<file path="config.mk">
export PLATFORM = sky130hd
export DESIGN_NAME = ldce_bank_arb
export DESIGN_NICKNAME = d
export VERILOG_FILES = /design/src/rtl/ldce_bank_arb.sv
export SDC_FILE = /design/constraint.sdc
export NUM_CORES = 1
export LEC_CHECK = 0
export CAP_MARGIN = 15
export CORE_ASPECT_RATIO = 0.9
export CORE_UTILIZATION = 44
export CTS_CLUSTER_DIAMETER = 150
export DETAILED_ROUTE_END_ITERATION = 12
export PLACE_DENSITY = 0.84
export REMOVE_ABC_BUFFERS = 1
export SLEW_MARGIN = 20
export SYNTH_ARGS = -nofsm -noshare
export SYNTH_HDL_FRONTEND = slang
export SYNTH_SLANG_ARGS = --single-unit
</file>
<file path="constraint.sdc">
create_clock -name CLK -period 2.95 [get_ports CLK]
set_input_delay 0.4425 -clock CLK [delete_from_list [all_inputs] [get_ports CLK]]
set_output_delay 0.4425 -clock CLK [all_outputs]
set_load 0.01 [all_outputs]
</file>
<file path="src/rtl/ldce_bank_arb.sv">
// Round-robin arbiter and write sequencer for a shared bank of LDCE latches.
// Each access runs GE setup, a G (or CLR) open window, hold, then an ACK cycle.
module ldce_bank_arb #(
  parameter int NREQ     = 4,
  parameter int NBANK    = 4,
  parameter int DW       = 8,
  parameter int OPEN_CYC = 1,
  parameter int BW       = (NBANK > 1) ? $clog2(NBANK) : 1,
  parameter int IW       = $clog2(NREQ)
) (
  input  logic                CLK,
  input  logic                RST_N,
  input  logic [NREQ-1:0]     REQ,
  input  logic [NREQ-1:0]     REQ_CLR,
  input  logic [NREQ*BW-1:0]  REQ_BANK,
  input  logic [NREQ*DW-1:0]  REQ_DATA,
  output logic [NREQ-1:0]     ACK,
  output logic                ERR,
  output logic [IW-1:0]       GNT_ID,
  output logic                BUSY,
  output logic [DW-1:0]       LAT_D,
  output logic                LAT_G,
  output logic [NBANK-1:0]    LAT_GE,
  output logic [NBANK-1:0]    LAT_CLR
);

  typedef enum logic [2:0] {
    S_IDLE,
    S_SETUP,
    S_OPEN,
    S_HOLD,
    S_DONE
  } state_t;

  state_t          state, nxt;
  logic [IW-1:0]   ptr;
  logic [4:0]      cnt, cnt_n;
  logic            t_clr, f_clr;
  logic [BW-1:0]   t_bank, f_bank;

  logic [2*NREQ-1:0] dbl;
  logic [NREQ-1:0]   rot;
  logic              found;
  logic [IW-1:0]     win;
  logic [DW-1:0]     win_data;

  logic [NBANK-1:0]  oh;
  logic              in_rng;

  logic [NREQ-1:0]   ack_n;
  logic              err_n, busy_n, g_n;
  logic [DW-1:0]     d_n;
  logic [NBANK-1:0]  ge_n, clr_n;

  // Rotate requests so bit 0 is the requester just after ptr; lowest set bit wins.
  always_comb begin
    dbl      = {REQ, REQ};
    rot      = NREQ'(dbl >> (32'(ptr) + 32'd1));
    found    = 1'b0;
    win      = '0;
    win_data = '0;
    for (int unsigned j = 0; j < NREQ; j++) begin
      if (!found && rot[j]) begin
        found = 1'b1;
        win   = IW'((32'(ptr) + 32'd1 + j) % NREQ);
      end
    end
    f_clr  = t_clr;
    f_bank = t_bank;
    if (state == S_IDLE) begin
      for (int unsigned i = 0; i < NREQ; i++) begin
        if (IW'(i) == win) begin
          f_clr    = REQ_CLR[i];
          f_bank   = REQ_BANK[i*BW +: BW];
          win_data = REQ_DATA[i*DW +: DW];
        end
      end
    end
  end

  always_comb begin
    nxt   = state;
    cnt_n = cnt;
    case (state)
      S_IDLE:  if (found) nxt = S_SETUP;
      S_SETUP: begin
        nxt   = S_OPEN;
        cnt_n = '0;
      end
      S_OPEN: begin
        if (cnt == 5'(OPEN_CYC - 1)) nxt = S_HOLD;
        else cnt_n = cnt + 5'd1;
      end
      S_HOLD:  nxt = S_DONE;
      S_DONE:  nxt = S_IDLE;
      default: nxt = S_IDLE;
    endcase
  end

  // Outputs are computed from the next state and registered, so each output
  // changes on the same edge as the state it belongs to.
  always_comb begin
    oh = '0;
    for (int unsigned b = 0; b < NBANK; b++) oh[b] = (32'(f_bank) == b);
    in_rng = (32'(f_bank) < NBANK);

    d_n = (state == S_IDLE && found) ? win_data : LAT_D;
    g_n = (nxt == S_OPEN) && !f_clr;
    ge_n = '0;
    if (nxt == S_SETUP || ((nxt == S_OPEN || nxt == S_HOLD) && !f_clr))
      ge_n = oh;
    clr_n = '0;
    if (nxt == S_OPEN && f_clr) clr_n = oh;
    ack_n = '0;
    for (int unsigned i = 0; i < NREQ; i++)
      ack_n[i] = (nxt == S_DONE) && (IW'(i) == GNT_ID);
    err_n  = (nxt == S_DONE) && !in_rng;
    busy_n = (nxt != S_IDLE);
  end

  always_ff @(posedge CLK or negedge RST_N) begin
    if (!RST_N) begin
      state   <= S_IDLE;
      ptr     <= IW'(NREQ - 1);
      cnt     <= '0;
      t_clr   <= 1'b0;
      t_bank  <= '0;
      GNT_ID  <= '0;
      ACK     <= '0;
      ERR     <= 1'b0;
      BUSY    <= 1'b0;
      LAT_D   <= '0;
      LAT_G   <= 1'b0;
      LAT_GE  <= '0;
      LAT_CLR <= '0;
    end else begin
      state <= nxt;
      cnt   <= cnt_n;
      if (state == S_IDLE && found) begin
        ptr    <= win;
        GNT_ID <= win;
        t_clr  <= f_clr;
        t_bank <= f_bank;
      end
      ACK     <= ack_n;
      ERR     <= err_n;
      BUSY    <= busy_n;
      LAT_D   <= d_n;
      LAT_G   <= g_n;
      LAT_GE  <= ge_n;
      LAT_CLR <= clr_n;
    end
  end

endmodule

</file>
==> qor.yml <==
wirelength_mm: 4.68
first_global_vias: 1743
cts_sinks: 37
die_h_um: 65.5
core_um2: 4180
yosys.area.top_type: "dfrtp_1"
p_leak_nw: 1.19
fin_crit_sh: 0.811
io_pins: 75
worstPathRequired_ns: 3.15
cap_viol_max_count: 0
drc: 0
grt-ovfl-total: 0
die_w_um: 72.5
fin_util: 0.677
yosys_warnings: 0
power.share.combinational: 0.511
area_growth_pct: 43.8
cts_buffer_depth: 2
grt_max_degree: 38
rsz0062_at_grt: "false"
drive_gt1_frac: 0.122
crit_path_start: "REQ[3]"
antenna_left: 0
ff2ff_setup_slack_ns: 0.62
drt-initial-drc-count: 116
vias_per_cell: 5.46
vias: 1803
relSlewSlack: 0.478
powerDensity_nw_per_um2: 870
max_freq_mhz: 418
ctsHtreeMaxLevel: 2
antenna_found_initial: 0
worst_pin_slew_ns: 0.783
numCtsBuffers: 5
p_switching_mw: 0.959
use_met3: 0.0598
grt_use_total: 0.224
postSynthAreaPerCell_um2: 10.0
cts.repair.resized: 0
r2r_cells: 5
crit_arrival_ns: 2.60
status: "finished, final reports clean"
ys_seq_area_frac: 0.471
grt_pass1_wl_mm: 8.05
routedWlPerCell_um: 14.2
criticalPathCategory: "in -> reg"
post-route-min-period_ns: 2.39
worstPathMaxFanout: 6
grt_use_met2: 0.340
worstSetupEndpoint: "LAT_GE[0]"
dpl.hpwl_mm: 3.51
cts_tree: "built"
synth_cell_types: 45
ir_drop_uv: 419
post-cts-setup-buffers: 0
skew_ns: 0.00531
swShare: 0.389
antennaDiodeCount: 0
worstSkewPairLatency_ns: 0.29
fin_nets: 321
fp-row-count: 22
r2r_start: "state[0]"
ys_top_cells_by_area: "dfrtp_1 44%, mux2_2 6.3%, nor2_1 5.7%, mux2i_1 5.6%, a221o_1 5.1%"
start_util: 0.471
hold_class: "in -> async"
clockPowerShare: 0.139
grt_busiest_layer: "met2"
dieArea_um2: 4750
drt_pass1_iterations: 4
netlist.area_leader.share: 0.445
end_kind: "flop"
r2r_end: "LAT_GE[0]"
start_kind: "primary input"
root_buffer: "clkbuf_8"
p_int_mw: 1.51
fill_cells: 336
grt_use_met1: 0.306
ctsHoldBuffers: 0
pwr-share-seq: 0.349
path_clk_slew_ns: 0.07
gp_congestion: 0.809
fin_setup_tns_ns: 0
netlist_instances: 196
setup_viol: 0
maxSlewViolCount: 0
hold_violations: 0
synth_seq_cells: 37
port_buffers: 73
netlist_area_um2: 1970
cells in the final DEF (no fill, tap or decap), types with 2 or more instances in the layout:
master / netlist / final
clkdlybuf4s50_1: 0 / 72
dfrtp_1: 35 / 35
nor2_1: 30 / 30
nand2_1: 13 / 13
mux2_2: 11 / 11
mux2i_1: 11 / 11
o21ai_0: 10 / 10
a221o_1: 10 / 10
a21oi_1: 8 / 8
nor3_1: 5 / 5
clkbuf_8: 0 / 5
inv_1: 4 / 4
nand3_1: 4 / 4
o21a_1: 3 / 3
nand2b_1: 3 / 3
nor3b_1: 3 / 3
nand4_1: 3 / 3
buf_4: 1 / 3
a21oi_2: 2 / 2
a21o_1: 2 / 2
o31ai_1: 2 / 2
a41oi_1: 2 / 2
ha_1: 2 / 2
clkinv_2: 0 / 2
dfstp_2: 2 / 2
worst max-delay path, cell delays in order:
cell and delay, ns:
clkdlybuf4s50_1 0.49, and2b_1 0.23, o21a_1 0.24, nor3_4 0.23, mux2_2 0.39, a221o_1 0.36, nor3_1 0.21
cells by family (layout without fill, tap and decap cells):
| family | count (synthesis) | count (layout) | synth area share |
|---|---|---|---|
| and+or+nand+nor | 72 | 72 | 0.179 |
| AOI/OAI and AO/OA | 47 | 47 | 0.177 |
| DFF | 37 | 37 | 0.471 |
| muxes | 22 | 22 | 0.119 |
| buffers and inverters | 14 | 88 | 0.0349 |
| adders and majority gates | 2 | 2 | 0.0127 |
| other | 1 | 1 | 0.00190 |
| xor gates and xnor gates | 1 | 1 | 0.00445 |
metal layers:
layer / share of wire / vias to the layer above
li1: - / 862
met1: 0.45 / 859
met2: 0.46 / 75
met3: 0.067 / 7
met4: 0.015 / 0
met5: 0 / -
worst min path at each step:
| stage | to | slack [ns] | cells past startpoint |
|---|---|---|---|
| after global routing | LAT_G | 0.30 | 1 |
| final | LAT_G | 0.23 | 1 |
| after detailed placement | LAT_G | 0.45 | 1 |
| after CTS | LAT_D[7] | 0.27 | 1 |
| after global placement | LAT_G | 0.45 | 1 |
| after floorplan | ACK[0] | 0.15 | 0 |
state kept, by name, indices dropped and copies added (netlist names):
signal and count:
cnt 5, LAT_D 8, ptr 2, LAT_CLR 4
BUSY 1, GNT_ID 2, t_clr 1, LAT_G 1
ACK 4, state 3, LAT_GE 4, t_bank 2
power groups by stage:
stage	Combinational (mW)	Clock, mW	Sequential (mW)
floorplan	0.709	0	0.884
global placement	1.23	0	0.861
detailed placement	1.26	0	0.860
CTS	1.26	0.350	0.856
global route	1.38	0.379	0.884
finish	1.26	0.343	0.861
cell usage after synthesis:
library cell	number
dfrtp_1	35
nor2_1	30
nand2_1	13
mux2_2	11
mux2i_1	11
a221o_1	10
o21ai_0	10
a21oi_1	8
nor3_1	5
buf_2	4
clkbuf_1	4
inv_1	4
nand3_1	4
nand2b_1	3
nand4_1	3
nor3b_1	3
o21a_1	3
a21o_1	2
a21oi_2	2
a41oi_1	2
dfstp_2	2
ha_1	2
nor3_2	2
o31ai_1	2
a221oi_2	1
a22oi_1	1
and2b_1	1
and3_1	1
buf_4	1
buf_6	1
conb_1	1
nor2_2	1
nor2b_1	1
nor4_1	1
nor4b_1	1
o211ai_1	1
o21bai_1	1
o221ai_1	1
o22ai_1	1
o311a_1	1
o311ai_1	1
or2_2	1
or3_1	1
or3_4	1
xnor2_1	1
through the flow:
step | instances | setup slack (ns) | total power [mW] | hold WS, ns | cell area, um2
after CTS | 330 | 0.590 | 2.46 | 0.270 | 2830
after floorplan | 186 | -0.0544 | 1.59 | 0.147 | 1920
after detailed placement | 322 | 0.287 | 2.12 | 0.453 | 2750
final | 330 | 0.559 | 2.46 | 0.226 | 2830
after global placement | 322 | 0.356 | 2.09 | 0.451 | 2750
after global routing | 330 | 0.396 | 2.64 | 0.303 | 2830
area by class of cell:
cell class / instances / area, um2 / area share
clock buffers: 5 / 68.8 / 0.0243
clock inverters: 3 / 17.5 / 0.00619
inverters: 4 / 15.0 / 0.00530
multi-input cells: 145 / 978 / 0.346
flip-flops and latches: 37 / 928 / 0.328
well taps: 60 / 75.1 / 0.0265
repair buffers: 76 / 748 / 0.264
Note: power is estimated with default switching activity, not from simulation.
